**src/rtl/render_pkg.sv**
```systemverilog
// Shared types and helpers for the render pipeline: scheduler state encoding,
// framebuffer sizing and the depth clear value.
package render_pkg;

  typedef enum logic [2:0] {
    SCHED_IDLE   = 3'd0,
    SCHED_CLEAR  = 3'd1,
    SCHED_FETCH  = 3'd2,
    SCHED_LAUNCH = 3'd3,
    SCHED_WAIT   = 3'd4,
    SCHED_SWAP   = 3'd5
  } sched_state_t;

  localparam int DEPTH_BIT_WIDTH_DEF = 16;
  localparam logic [DEPTH_BIT_WIDTH_DEF-1:0] DEPTH_FAR = '1;

  function automatic int fb_pixels(input int w, input int h);
    return w * h;
  endfunction

endpackage

```
**src/rtl/fb_clear_sweeper.sv**
```systemverilog
// Linear address sweeper for buffer clears: one address per cycle from 0 to
// PIXELS-1 after a start pulse. Shared by the depth and color clears.
module fb_clear_sweeper #(
  parameter int PIXELS = 57600,
  parameter int AW     = $clog2(PIXELS)
) (
  input  logic          clk_in,
  input  logic          rst_in,
  input  logic          start,
  output logic [AW-1:0] addr,
  output logic          active,
  output logic          last
);

  localparam logic [AW-1:0] LAST_ADDR = AW'(PIXELS - 1);

  always_ff @(posedge clk_in) begin
    if (rst_in) begin
      active <= 1'b0;
      addr   <= '0;
    end else if (start) begin
      active <= 1'b1;
      addr   <= '0;
    end else if (active) begin
      // Park the address at 0 once the sweep ends so idle output is quiet.
      if (addr == LAST_ADDR) begin
        active <= 1'b0;
        addr   <= '0;
      end else begin
        addr <= addr + 1'b1;
      end
    end
  end

  assign last = active && (addr == LAST_ADDR);

endmodule

```
**src/rtl/render_scheduler.sv**
```systemverilog
// Per-frame sequencer: depth clear, then one triangle at a time through the
// rasterizer (start/done with timeout), then a buffer swap pulse.
module render_scheduler
  import render_pkg::*;
#(
  parameter int FB_WIDTH        = 320,
  parameter int FB_HEIGHT       = 180,
  parameter int DEPTH_BIT_WIDTH = DEPTH_BIT_WIDTH_DEF,
  parameter int TRI_IDX_WIDTH   = 8,
  parameter int TIMEOUT_CYCLES  = 1 << 20
) (
  input  logic                                     clk_in,
  input  logic                                     rst_in,
  input  logic                                     frame_start,
  input  logic [TRI_IDX_WIDTH-1:0]                 tri_count,
  input  logic                                     raster_busy,
  input  logic                                     raster_done,
  output logic                                     raster_start,
  output logic [TRI_IDX_WIDTH-1:0]                 tri_index,
  output logic [$clog2(FB_WIDTH*FB_HEIGHT)-1:0]    clear_addr,
  output logic                                     clear_we,
  output logic [DEPTH_BIT_WIDTH-1:0]               clear_data,
  output logic                                     buf_swap,
  output logic                                     busy,
  output logic [TRI_IDX_WIDTH-1:0]                 tris_drawn,
  output logic                                     raster_timeout,
  output logic                                     frame_overrun,
  output logic [2:0]                               state_dbg
);

  // Rasterizer handshake: raster_start is a single-cycle request issued only
  // while raster_busy is low; raster_done is a single-cycle completion pulse
  // that is only honoured once the scheduler is in WAIT.

  localparam int PIXELS = fb_pixels(FB_WIDTH, FB_HEIGHT);
  localparam int AW     = $clog2(PIXELS);
  localparam int TW     = $clog2(TIMEOUT_CYCLES + 1);
  localparam logic [TW-1:0] TO_LAST = TW'(TIMEOUT_CYCLES - 1);

  localparam logic [2:0] ST_IDLE   = SCHED_IDLE;
  localparam logic [2:0] ST_CLEAR  = SCHED_CLEAR;
  localparam logic [2:0] ST_FETCH  = SCHED_FETCH;
  localparam logic [2:0] ST_LAUNCH = SCHED_LAUNCH;
  localparam logic [2:0] ST_WAIT   = SCHED_WAIT;
  localparam logic [2:0] ST_SWAP   = SCHED_SWAP;

  logic [2:0]               state;
  logic [TRI_IDX_WIDTH-1:0] tri_cnt_q;
  logic [TW-1:0]            to_cnt;
  logic                     sweep_start;
  logic                     sweep_last;
  logic [AW-1:0]            sweep_addr;
  logic                     sweep_active;

  assign sweep_start = (state == ST_IDLE) && frame_start;

  fb_clear_sweeper #(
    .PIXELS (PIXELS),
    .AW     (AW)
  ) u_depth_sweep (
    .clk_in (clk_in),
    .rst_in (rst_in),
    .start  (sweep_start),
    .addr   (sweep_addr),
    .active (sweep_active),
    .last   (sweep_last)
  );

  always_ff @(posedge clk_in) begin
    if (rst_in) begin
      state          <= ST_IDLE;
      tri_cnt_q      <= '0;
      tri_index      <= '0;
      tris_drawn     <= '0;
      to_cnt         <= '0;
      raster_timeout <= 1'b0;
      frame_overrun  <= 1'b0;
    end else begin
      if (frame_start && (state != ST_IDLE)) frame_overrun <= 1'b1;
      case (state)
        ST_IDLE: begin
          if (frame_start) begin
            tri_cnt_q  <= tri_count;
            tris_drawn <= '0;
            tri_index  <= '0;
            state      <= ST_CLEAR;
          end
        end
        ST_CLEAR: begin
          if (sweep_last) state <= (tri_cnt_q != '0) ? ST_FETCH : ST_SWAP;
        end
        ST_FETCH: state <= ST_LAUNCH;
        ST_LAUNCH: begin
          if (!raster_busy) begin
            to_cnt <= '0;
            state  <= ST_WAIT;
          end
        end
        ST_WAIT: begin
          // A timed-out triangle is abandoned but still counted as drawn.
          if (raster_done || (to_cnt == TO_LAST)) begin
            if (!raster_done) raster_timeout <= 1'b1;
            tris_drawn <= tris_drawn + 1'b1;
            if (tri_index == tri_cnt_q - 1'b1) begin
              state <= ST_SWAP;
            end else begin
              tri_index <= tri_index + 1'b1;
              state     <= ST_FETCH;
            end
          end else begin
            to_cnt <= to_cnt + 1'b1;
          end
        end
        ST_SWAP: state <= ST_IDLE;
        default: state <= ST_IDLE;
      endcase
    end
  end

  assign raster_start = (state == ST_LAUNCH) && !raster_busy;
  assign buf_swap     = (state == ST_SWAP);
  assign busy         = (state != ST_IDLE);
  assign clear_we     = sweep_active;
  assign clear_addr   = sweep_addr;
  assign clear_data   = {DEPTH_BIT_WIDTH{1'b1}};
  assign state_dbg    = state;

endmodule

```
**config.mk**
```make
export PLATFORM = sky130hd
export DESIGN_NAME = render_scheduler
export DESIGN_NICKNAME = d
export VERILOG_FILES = /design/src/rtl/render_pkg.sv /design/src/rtl/fb_clear_sweeper.sv /design/src/rtl/render_scheduler.sv
export SDC_FILE = /design/constraint.sdc
export NUM_CORES = 1
export LEC_CHECK = 0
export CAP_MARGIN = 20
export CORE_MARGIN = 2
export CORE_UTILIZATION = 30
export CTS_CLUSTER_DIAMETER = 200
export DETAILED_ROUTE_END_ITERATION = 7
export GPL_TIMING_DRIVEN = 0
export HOLD_SLACK_MARGIN = 0.15
export PLACE_DENSITY = 0.49
export SLEW_MARGIN = 5
export SYNTH_ARGS = -nofsm -noshare
export SYNTH_HDL_FRONTEND = slang
export SYNTH_SLANG_ARGS = --single-unit
export TNS_END_PERCENT = 5
```
**constraint.sdc**
```tcl
create_clock -name clk_in -period 2.9 [get_ports clk_in]
set_clock_uncertainty 0.15 [all_clocks]
set_input_delay 0.58 -clock clk_in [delete_from_list [all_inputs] [get_ports clk_in]]
set_output_delay 0.58 -clock clk_in [all_outputs]
set_load 0.02 [all_outputs]
```
==> results by group, run 1 <==
Worst setup path
  – Critical path class: flip-flop to flip-flop
  – R2R cell count: 7
  – Critical path endpoint category: flip-flop
  – Reg2reg setup slack: 0.003 ns
  – Crit path arrival time: 3.01 ns
  – Setup crit start kind: flip-flop
  – CP required: 3.01 ns
  – RR Endpoint: tri_index[0]
  – Reg2reg start: tri_cnt_q[0]
  – CP max FO: 9

Yosys
  – Post-synthesis sequential area ratio: 39.53%
  – Seq cells post-synth: 67
  – Cell taking the most area after synthesis: dfxtp_1
  – Top cell type's share of synthesized area: 39.53%
  – Mapped Cells: 415
  – Largest cells by area after synthesis: dfxtp_1, xor2_1, nor2_1
  – Compound-gate portion of the synthesized area: 11.36%
  – Post-synth EDFFs: 0
  – Adder-Cell Fraction of Synth Area: 1.844%
  – Cell area after synthesis: 3393 sq um
  – Largest family of logic cells by synthesized area: simple AND/OR/NAND/NOR gates
  – Xor and xnor area share after synthesis: 13.42%
  – Area share of and/or/nand/nor cells after synthesis: 26.81%
  – Distinct cells, synth: 49
  – FFs w/ async S/R, synth: 0%
  – Syn avg cell area: 8.177 sq um
  – Yosys warnings: 0
  – Primary FF master, synth: dfxtp_1
  – Post-synthesis mux area share: 0.9587%

Worst hold path
  – Hold path cells: 2
  – HP Start: frame_overrun
  – Hold endpoint: frame_overrun
  – Hold WC Path Type: flip-flop to flip-flop

Floorplan
  – Die Area: 12180 sq um
  – Chip width: 110.4 um
  – Die H: 110.4 um
  – Initial Util: 31.03%
  – Top Ports: 70
  – CORE AREA: 10940 sq um
  – # rows: 38

Route
  – Routed len/inst: 12.90 um
  – Drt initial violations: 93
  – Drt first pass iters: 4
  – DRT antenna net count: 0
  – # DRC: 0
  – Vias per cell: 4.634
  – Vias: 2961
  – Overall routed net length: 8246 um

Global routing
  – Tot GR Track Use: 14.36%
  – Largest net degree at the start of global routing: 12
  – Total grt overflow: 0
  – Vias in the first global route: 2781
  – Initial antenna violation count: 0
  – First-pass GRT wire length: 13630 um

Layout
  – Layout cell share with drive strength beyond 1: 7.615%
  – NumNets Final: 512
  – Area Growth Syn to Fin: 31.42%
  – Area occupied by multi-input gates: 1911 sq um
  – FILL cells: 1161
  – FF/Latch Area: 1341 sq um
  – N_diodes: 0

CTS
  – CTS Root Cell: clkbuf_16
  – Clock transition at path regs: 0.05 ns
  – H-tree level count: 3
  – CTS tree: built
  – # clock sinks: 67
  – Clock buffer count from CTS: 9
  – Clk buf depth: 2
  – Worst-Skew Late Latency: 0.33 ns

Placement
  – DP HPWL: 5960 um
  – Port bufs: 53
  – GP Congestion: 0.8010
  – Post-place setup slack: -0.2055 ns

Timing
  – Setup violators final: 0
  – Slew Viols, Final: 0
  – Hold WS: 0.3320 ns
  – Measured slew at the worst slew-check pin: 1.005 ns
  – Endpoints failing hold: 0
  – Min Tclk post-route: 2.897 ns
  – Rel. slew slack: 32.85%
  – Fin crit share: 99.91%
  – Highest clock rate: 345.2 MHz
  – RSZ-0062 raised after global routing: yes
  – Setup ws final: 0.002744 ns

Power and ir drop
  – VDD IR max: 0.0003807 V
  – Pwr dens: 638.9 nW/um^2
  – Lkg Pwr: 1.653 nW

Job
  – MaxCap Viol Count: 0

Run status
  – Outcome: completed
## registers in the layout, summed over array words and instances, names as in the netlist
name / flops
frame_overrun: 1
state_dbg: 3
u_depth_sweep.addr: 16
raster_timeout: 1
tris_drawn: 8
u_depth_sweep.active: 1
tri_cnt_q: 8
tri_index: 8
to_cnt: 21
## power by group
| group | leakage [nW] | internal (W) | switching, W | total, W |
|---|---|---|---|---|
| logic | 0.973 | 0.000286 | 0.000431 | 0.000718 |
| clock network | 0.139 | 0.000688 | 0.000409 | 0.00110 |
| registers | 0.542 | 0.000971 | 0.0000632 | 0.00103 |
## Yosys cell counts (2+ instances only)
| cell type | number |
|---|---|
| buf_4 | 16 |
| and4_1 | 6 |
| mux2_2 | 2 |
| xor2_1 | 32 |
| clkbuf_1 | 11 |
| ha_1 | 5 |
| o21ai_0 | 8 |
| nor2b_1 | 3 |
| and2_1 | 2 |
| a211o_1 | 2 |
| nor3_1 | 9 |
| and3_1 | 7 |
| nand4_1 | 10 |
| nand2_1 | 49 |
| o31ai_1 | 2 |
| or3_1 | 5 |
| nor2_1 | 67 |
| a31oi_1 | 2 |
| nand2b_1 | 6 |
| nor3b_1 | 3 |
| a41o_1 | 2 |
| a21oi_1 | 24 |
| dfxtp_1 | 67 |
| a211oi_1 | 2 |
| xnor2_1 | 20 |
| a21o_1 | 2 |
| nand3_1 | 18 |
| nor4_1 | 2 |
| inv_1 | 11 |
## worst max-delay path: stages, from the launching register on
cell      delay (ns)
dfxtp_1         0.36
or4_4           0.58
or4_1           0.42
a211o_1         0.34
a211oi_4        0.45
a21oi_1         0.17
mux2_2          0.28
nor2_1          0.07
## metrics by stage
stage               total power, W  cell area, sq um  std cells  TNS (ns)  utilization, %
floorplan                 0.001550              3450        430         0               -
global placement          0.001776              4155        623    -1.634           38.00
detailed placement        0.001779              4155        623    -1.661           38.00
CTS                       0.002885              4457        639         0           40.76
global route              0.003014              4459        639    -2.276           40.78
finish                    0.002849              4459        639         0           40.78
## worst max-delay path by stage
stage            startpoint            to  cells after the start
6_report       tri_cnt_q[0]  tri_index[0]                      7
3_3_place_gp      to_cnt[0]  tri_index[0]                      8
4_1_cts        tri_cnt_q[0]  state_dbg[0]                      7
2_1_floorplan  tri_cnt_q[0]  state_dbg[0]                      7
5_1_grt        state_dbg[2]    to_cnt[19]                      7
3_5_place_dp      to_cnt[0]  tri_index[0]                      8
## layout make-up
cell class / count / area share [%]
Buffer: 27 / 3.620
Clock buffer: 12 / 5.527
Clock inverter: 4 / 1.122
Inverter: 11 / 0.9259
Multi-Input combinational cell: 325 / 42.85
Sequential cell: 67 / 30.08
Tap cell: 140 / 3.928
Timing Repair Buffer: 53 / 11.95
## routing by layer
layer / vias up / share of wire (%) / global-route usage (%)
met1: 1344 / 52 / 20.40
li1: 1546 / - / -
met5: - / 0 / 0
met3: 12 / 5.5 / 3.821
met4: 0 / 1.6 / 5.357
met2: 59 / 41 / 20.73
## logic make-up after synthesis
logic type | count (synthesis)
AO/OA/AOI/OAI | 57
XOR/XNOR | 52
adder cells (fa/ha/maj) | 5
buffers and inverters | 38
flip-flops | 67
multiplexers | 3
other | 1
AND/OR/NAND/NOR | 192
## placed cells by master (no fill, tap or decap), types with 5 or more instances in the layout
cell,netlist,final
a21oi_1,24,24
and3_1,7,7
and4_1,6,6
buf_4,16,16
clkbuf_1,11,13
clkbuf_16,0,9
clkdlybuf4s50_1,0,52
conb_1,1,16
dfxtp_1,67,67
ha_1,5,5
inv_1,11,11
nand2_1,49,49
nand2b_1,6,6
nand3_1,18,18
nand4_1,10,10
nor2_1,67,67
nor3_1,9,9
o21ai_0,8,8
or3_1,5,5
xnor2_1,20,20
xor2_1,32,32
## what timing repair did
action | 4_1_cts | 5_1_grt
buffers inserted | 0 | 0
gates cloned | 0 | 0
gates resized for setup | 1 | 1
hold buffers | 0 | 0
setup endpoints to repair | 10 | 17
endpoints found under the hold margin | 0 | 0
Power figures use the tool's default switching activity.
==> run 2: changes to the inputs <==
Settings changed: CAP_MARGIN 20 to 30.
==> results of run 2 <==
Final layout, timing and power as in run 1 (identical DEF).
==> run 3: changes to the inputs <==
Settings changed: CTS_CLUSTER_DIAMETER 200 to 100.
==> results of run 3 <==
Final layout, timing and power as in run 1 (identical DEF).
